**src/rtl/cdb_if.sv**
```systemverilog
// Producer-to-CDB bundle: per-source tagged results in, one registered broadcast out.
// master = producer/flush side, slave = the arbiter.
interface cdb_if #(
  parameter int N_SRC  = 6,
  parameter int DATA_W = 32,
  parameter int TAG_W  = 4
);
  logic                    flush;
  logic [N_SRC-1:0]        src_valid;
  logic [N_SRC*TAG_W-1:0]  src_tag;
  logic [N_SRC*DATA_W-1:0] src_data;
  logic [N_SRC-1:0]        src_ready;
  logic                    cdb_valid;
  logic [TAG_W-1:0]        cdb_tag;
  logic [DATA_W-1:0]       cdb_data;
  logic [N_SRC-1:0]        cdb_src;
  logic [N_SRC-1:0]        overflow;

  modport master (
    output flush, src_valid, src_tag, src_data,
    input  src_ready, cdb_valid, cdb_tag, cdb_data, cdb_src, overflow
  );

  modport slave (
    input  flush, src_valid, src_tag, src_data,
    output src_ready, cdb_valid, cdb_tag, cdb_data, cdb_src, overflow
  );
endinterface

```
**src/rtl/cdb_arbiter.sv**
```systemverilog
// Round-robin CDB arbiter: one registered broadcast per cycle, 1-cycle latency when idle.
// Losers park in a per-source holding register; src_ready drops while that register is occupied.
module cdb_arbiter #(
  parameter int N_SRC  = 6,
  parameter int DATA_W = 32,
  parameter int TAG_W  = 4
) (
  input  logic   clk,
  input  logic   rst_n,
  cdb_if.slave   bus
);
  localparam int PTR_W = (N_SRC > 1) ? $clog2(N_SRC) : 1;

  logic [N_SRC-1:0]  pend;
  logic [TAG_W-1:0]  hold_tag  [N_SRC];
  logic [DATA_W-1:0] hold_data [N_SRC];
  logic [PTR_W-1:0]  rr_ptr;

  logic              cdb_valid_q;
  logic [TAG_W-1:0]  cdb_tag_q;
  logic [DATA_W-1:0] cdb_data_q;
  logic [N_SRC-1:0]  cdb_src_q;
  logic [N_SRC-1:0]  overflow_q;

  logic [N_SRC-1:0]  live;
  logic [N_SRC-1:0]  cand;
  logic              found;
  logic [PTR_W-1:0]  win;
  logic [TAG_W-1:0]  win_tag;
  logic [DATA_W-1:0] win_data;

  // Ready comes straight from pend so no src_valid-to-src_ready path exists.
  assign live = bus.src_valid & ~pend;
  assign cand = pend | live;

  always_comb begin
    found = 1'b0;
    win   = '0;
    for (int k = 1; k <= N_SRC; k++) begin
      if (!found && cand[(int'(rr_ptr) + k) % N_SRC]) begin
        found = 1'b1;
        win   = PTR_W'((int'(rr_ptr) + k) % N_SRC);
      end
    end
  end

  always_comb begin
    win_tag  = bus.src_tag[int'(win)*TAG_W +: TAG_W];
    win_data = bus.src_data[int'(win)*DATA_W +: DATA_W];
    if (pend[win]) begin
      win_tag  = hold_tag[win];
      win_data = hold_data[win];
    end
  end

  always_ff @(posedge clk or negedge rst_n) begin
    if (!rst_n) begin
      pend        <= '0;
      rr_ptr      <= PTR_W'(N_SRC - 1);
      cdb_valid_q <= 1'b0;
      cdb_tag_q   <= '0;
      cdb_data_q  <= '0;
      cdb_src_q   <= '0;
      overflow_q  <= '0;
      for (int i = 0; i < N_SRC; i++) begin
        hold_tag[i]  <= '0;
        hold_data[i] <= '0;
      end
    end else if (bus.flush) begin
      pend        <= '0;
      cdb_valid_q <= 1'b0;
      cdb_tag_q   <= '0;
      cdb_data_q  <= '0;
      cdb_src_q   <= '0;
    end else begin
      // A pulse into an occupied slot is dropped; the parked entry is kept.
      overflow_q <= overflow_q | (bus.src_valid & pend);
      if (found) begin
        rr_ptr      <= win;
        cdb_valid_q <= 1'b1;
        cdb_tag_q   <= win_tag;
        cdb_data_q  <= win_data;
        cdb_src_q   <= {{(N_SRC-1){1'b0}}, 1'b1} << win;
        for (int i = 0; i < N_SRC; i++) begin
          if (i == int'(win)) begin
            pend[i] <= 1'b0;
          end else if (live[i]) begin
            pend[i]      <= 1'b1;
            hold_tag[i]  <= bus.src_tag[i*TAG_W +: TAG_W];
            hold_data[i] <= bus.src_data[i*DATA_W +: DATA_W];
          end
        end
      end else begin
        cdb_valid_q <= 1'b0;
        cdb_tag_q   <= '0;
        cdb_data_q  <= '0;
        cdb_src_q   <= '0;
      end
    end
  end

  assign bus.src_ready = ~pend;
  assign bus.cdb_valid = cdb_valid_q;
  assign bus.cdb_tag   = cdb_tag_q;
  assign bus.cdb_data  = cdb_data_q;
  assign bus.cdb_src   = cdb_src_q;
  assign bus.overflow  = overflow_q;
endmodule
```
**src/flat_wrapper.sv**
```systemverilog
// flat-port wrapper written by rule: the top's interface ports become plain ports
module cdb_arbiter_flat 
#(
  parameter int N_SRC  = 6,
  parameter int DATA_W = 32,
  parameter int TAG_W  = 4
)
  (clk, rst_n, bus_flush, bus_src_valid, bus_src_tag, bus_src_data, bus_src_ready, bus_cdb_valid, bus_cdb_tag, bus_cdb_data, bus_cdb_src, bus_overflow);
  cdb_if #(.N_SRC(N_SRC), .DATA_W(DATA_W), .TAG_W(TAG_W)) bus_i ();
  input  logic clk;
  input  logic rst_n;
  input wire logic [$bits(bus_i.flush)-1:0] bus_flush;
  input wire logic [$bits(bus_i.src_valid)-1:0] bus_src_valid;
  input wire logic [$bits(bus_i.src_tag)-1:0] bus_src_tag;
  input wire logic [$bits(bus_i.src_data)-1:0] bus_src_data;
  output wire logic [$bits(bus_i.src_ready)-1:0] bus_src_ready;
  output wire logic [$bits(bus_i.cdb_valid)-1:0] bus_cdb_valid;
  output wire logic [$bits(bus_i.cdb_tag)-1:0] bus_cdb_tag;
  output wire logic [$bits(bus_i.cdb_data)-1:0] bus_cdb_data;
  output wire logic [$bits(bus_i.cdb_src)-1:0] bus_cdb_src;
  output wire logic [$bits(bus_i.overflow)-1:0] bus_overflow;
  assign bus_i.flush = bus_flush;
  assign bus_i.src_valid = bus_src_valid;
  assign bus_i.src_tag = bus_src_tag;
  assign bus_i.src_data = bus_src_data;
  assign bus_src_ready = bus_i.src_ready;
  assign bus_cdb_valid = bus_i.cdb_valid;
  assign bus_cdb_tag = bus_i.cdb_tag;
  assign bus_cdb_data = bus_i.cdb_data;
  assign bus_cdb_src = bus_i.cdb_src;
  assign bus_overflow = bus_i.overflow;
  cdb_arbiter #(.N_SRC(N_SRC), .DATA_W(DATA_W), .TAG_W(TAG_W)) u_core (.clk(clk), .rst_n(rst_n), .bus(bus_i));
endmodule
```
**config.mk**
```make
export PLATFORM = sky130hd
export DESIGN_NAME = cdb_arbiter_flat
export DESIGN_NICKNAME = d
export VERILOG_FILES = /design/src/rtl/cdb_if.sv /design/src/rtl/cdb_arbiter.sv /design/src/flat_wrapper.sv
export SDC_FILE = /design/constraint.sdc
export NUM_CORES = 1
export LEC_CHECK = 0
export CORE_MARGIN = 10
export CORE_UTILIZATION = 45
export CTS_CLUSTER_DIAMETER = 120
export DETAILED_ROUTE_END_ITERATION = 12
export GPL_ROUTABILITY_DRIVEN = 0
export PLACE_DENSITY = 0.71
export SLEW_MARGIN = 20
export SYNTH_ARGS = -nofsm -noshare
export SYNTH_HDL_FRONTEND = slang
export SYNTH_SLANG_ARGS = --single-unit
```
**constraint.sdc**
```tcl
create_clock -name clk -period 13.9 [get_ports clk]
set_input_delay 4.17 -clock clk [delete_from_list [all_inputs] [get_ports clk]]
set_output_delay 4.17 -clock clk [all_outputs]
set_load 0.05 [all_outputs]
```
==> flow_summary.yaml <==
status:
  status: "complete, no violations"
placement:
  dp_hpwl_um: 29780
  io_buffers: 279
yosys:
  synth.yosys.seq_area_share: 0.4607
  synth_cells: 1352
  number_of_distinct_library_cell_variants_in_the_gate_level_netlist_after_synthesis: 73
  async_reset_ff_frac: 1.000
  synth.yosys.warnings: 0
  synth_enable_flop_cells: 0
  post-synth-top-area-cell: "sky130_fd_sc_hd__dfrtp_1"
  synth.avg_cell_area_um2: 11.01
  synth_top_flop_cell: "sky130_fd_sc_hd__dfrtp_1"
  ys_top_cells_by_area: "sky130_fd_sc_hd__dfrtp_1 (46%), sky130_fd_sc_hd__mux2i_1 (9.7%), sky130_fd_sc_hd__mux2_1 (9.2%)"
  synth.cell_area_mm2: 0.01489
  yosysTopAreaCellShare: 0.4572
  synth_fp_nets: 1591
  postSynthRegisterBits: 274
layout:
  flow.area_growth_from_synthesis_pct: 27.87
  post-route-util: 0.5836
  multiInputGateArea_mm2: 0.007515
  seqCellArea_mm2: 0.006859
  fillers: 2701
  nets_final: 1821
  drive_above_1_share: 0.1189
critical_path:
  crit_type: "in2reg"
  crit-reg2reg-launch: "u_core.rr_ptr[0]$_DFFE_PN1P_"
  worstSetupEndpointType: "flip-flop"
  setup.worst_path.start: "bus_src_valid[1]"
  timing.critical_path.from_type: "input pin"
  worst_ep_arrival_time_ps: 10400
  timing.critical_path.required_ps: 14280
  critical_path_peak_fanout: 84
routing:
  initialDrtViolationCount: 882
  first_pass_iters: 5
  detail_route.wirelength_um: 45500
  drt-vias-per-instance: 5.790
  postRouteAntennaNets: 0
  wl_per_cell_um: 22.17
  vias: 11880
  drc_errors: 0
floorplanning:
  floorplan.initialDensity: 0.4564
  die_area_mm2: 0.04076
  die_height_um: 201.9
  pin_count: 280
  core.rowCount: 66
  core_mm2: 0.03262
  die_wd_um: 201.9
hold_path:
  holdCritPathClass: "reg2reg"
  min-delay-start: "u_core.bus.overflow[3]$_DFFE_PN0N_"
global_routing:
  grt_pass1_vias: 12100
  grt_antenna_before_repair: 8
  overall_routing_resource_usage: 0.2149
  grt-ovfl-total: 0
  grt_max_degree: 172
  grt_pass1_wl_um: 70310
timing:
  post-route-min-period_ps: 10020
  worst_slew_margin_rel: 0.2411
  hold_viol_final: 0
  skew_ps: 12.13
  report.final.slew_viol_count: 0
  finalCritPeriodShare: 0.7206
  rsz_0062_raised_after_global_routing: "no"
  finalSetupViolCount: 0
  summed_negative_setup_slack_over_all_endpoints_ps: 0
  timing_worst_slew_pin_value_ps: 1138
  achievable-frequency_ghz: 0.09983
clock_tree:
  cts_sinks: 274
  clock_tree.buffer_depth: 3
  cts_tree: "done"
  number_of_buffers_added_by_the_clock_tree_synthesis_step: 34
  postCtsResizedCells: 0
  cts.hold.buffers_added: 0
  ctsRootBufferMaster: "sky130_fd_sc_hd__clkbuf_16"
  clkLatencyLatePin_ps: 510
  cts_post_setup_buffers_inserted: 0
  h-tree-depth: 2
  cts.reportedPaths.clkPinSlew_ps: 50
run:
  max_cap_violations: 0
==> layer usage <==
layer	track usage	vias up	part of all wire
met2	0.3478	429	0.47
met1	0.2850	5942	0.45
met3	0.04926	78	0.066
met5	0	-	0.0013
li1	-	5424	-
met4	0.05369	8	0.018
==> per-stage QoR <==
stage | cell area [um^2] | hold WS (ps) | cells | worst slack (ps)
after detailed placement | 17900 | 462.8 | 1988 | 3548
final | 19040 | 472.1 | 2052 | 3883
after global routing | 19030 | 497.0 | 2050 | 3640
after CTS | 19030 | 474.6 | 2048 | 4014
after floorplan | 14890 | 463.5 | 1352 | 6888
after global placement | 17900 | 460.0 | 1988 | 3690
==> placed cells by master (no fill, tap or decap), types with 4 or more instances in the layout <==
cell,instances
sky130_fd_sc_hd__clkinv_2,5
sky130_fd_sc_hd__mux2i_1,145
sky130_fd_sc_hd__o21ai_0,11
sky130_fd_sc_hd__a21oi_1,123
sky130_fd_sc_hd__nand2_1,158
sky130_fd_sc_hd__a211oi_1,6
sky130_fd_sc_hd__o21ai_1,40
sky130_fd_sc_hd__o211ai_1,4
sky130_fd_sc_hd__o2111ai_4,6
sky130_fd_sc_hd__clkbuf_8,6
sky130_fd_sc_hd__ha_1,14
sky130_fd_sc_hd__o21bai_1,42
sky130_fd_sc_hd__nor3b_1,4
sky130_fd_sc_hd__nand2b_1,5
sky130_fd_sc_hd__dfrtp_1,272
sky130_fd_sc_hd__o22ai_1,75
sky130_fd_sc_hd__buf_4,10
sky130_fd_sc_hd__mux2_2,96
sky130_fd_sc_hd__clkbuf_1,7
sky130_fd_sc_hd__inv_1,14
sky130_fd_sc_hd__clkbuf_16,35
sky130_fd_sc_hd__mux2_1,121
sky130_fd_sc_hd__a211o_1,5
sky130_fd_sc_hd__nor2_1,20
sky130_fd_sc_hd__nor3_1,9
sky130_fd_sc_hd__nand3_1,9
sky130_fd_sc_hd__diode_2,4
sky130_fd_sc_hd__clkdlybuf4s50_1,278
==> sequential cells by signal, indices dropped and copies added, names as in the netlist, 3 cells and up <==
signal / flops
u_core.pend: 6
u_core.rr_ptr: 3
u_core.bus.cdb_data: 32
u_core.bus.cdb_src: 6
u_core.hold_tag: 24
u_core.bus.cdb_tag: 4
u_core.bus.overflow: 6
u_core.hold_data: 192
==> layout make-up <==
| class | count | area share |
|---|---|---|
| clock buffer | 48 | 0.05173 |
| antenna | 4 | 0.0005258 |
| inverter | 16 | 0.003155 |
| multi-input combinational | 965 | 0.3947 |
| tap | 442 | 0.02905 |
| clock inverter | 12 | 0.007493 |
| timing repair buffer | 291 | 0.1530 |
| sequential | 274 | 0.3603 |
==> worst paths after layout <==
path | to | slack, ps | depth (start not counted)
max in group asynchronous | u_core.hold_data[32]$_DFFE_PN0P_ | 8720 | 2
max reg2reg | u_core.hold_data[148]$_DFFE_PN0P_ | 6040 | 17
min in group asynchronous | u_core.hold_data[114]$_DFFE_PN0P_ | 3700 | 1
min reg2reg | u_core.bus.overflow[3]$_DFFE_PN0N_ | 470 | 1
min | u_core.bus.overflow[3]$_DFFE_PN0N_ | 470 | 1
max | u_core.hold_data[148]$_DFFE_PN0P_ | 3880 | 13
==> cells by family (layout without fill, tap and decap cells) <==
| group | after synthesis | count (layout) | synth area share |
|---|---|---|---|
| compound gates | 350 | 350 | 0.1557 |
| xor+xnor | 4 | 4 | 0.003362 |
| fa+ha+maj | 14 | 14 | 0.01177 |
| buf+inv | 113 | 367 | 0.03790 |
| flops | 274 | 274 | 0.4607 |
| mux | 362 | 362 | 0.2616 |
| other cells | 0 | 4 | 0 |
| simple gates | 235 | 235 | 0.06891 |
==> synth_stat cells (all sizes together), types with 4 or more instances <==
library cell  count
dfrtp           272
mux2            217
nand2           160
mux2i           145
a21oi           124
o22ai            75
buf              71
o21ai            51
o21bai           42
clkbuf           26
nor2             21
inv              16
ha               14
nand3             9
nor3              9
a211oi            8
o2111ai           8
nand2b            6
a211o             5
nor3b             5
a221oi            4
o211ai            4
o2bb2ai           4
o311ai            4
==> worst max-delay path: stages <==
cell and delay, ps:
sky130_fd_sc_hd__clkdlybuf4s50_1 630, sky130_fd_sc_hd__nor3_1 120, sky130_fd_sc_hd__nor2_1 370, sky130_fd_sc_hd__a22oi_1 160, sky130_fd_sc_hd__a221oi_1 460, sky130_fd_sc_hd__or2_1 390, sky130_fd_sc_hd__mux2_1 410, sky130_fd_sc_hd__a211oi_4 230
sky130_fd_sc_hd__buf_4 770, sky130_fd_sc_hd__nand2_4 790, sky130_fd_sc_hd__o2111ai_4 880, sky130_fd_sc_hd__buf_4 450, sky130_fd_sc_hd__mux2_2 400
Power is left out: the tool's default activity adds up to more than one toggle a clock period on the data nets, which glitch-free logic cannot reach.
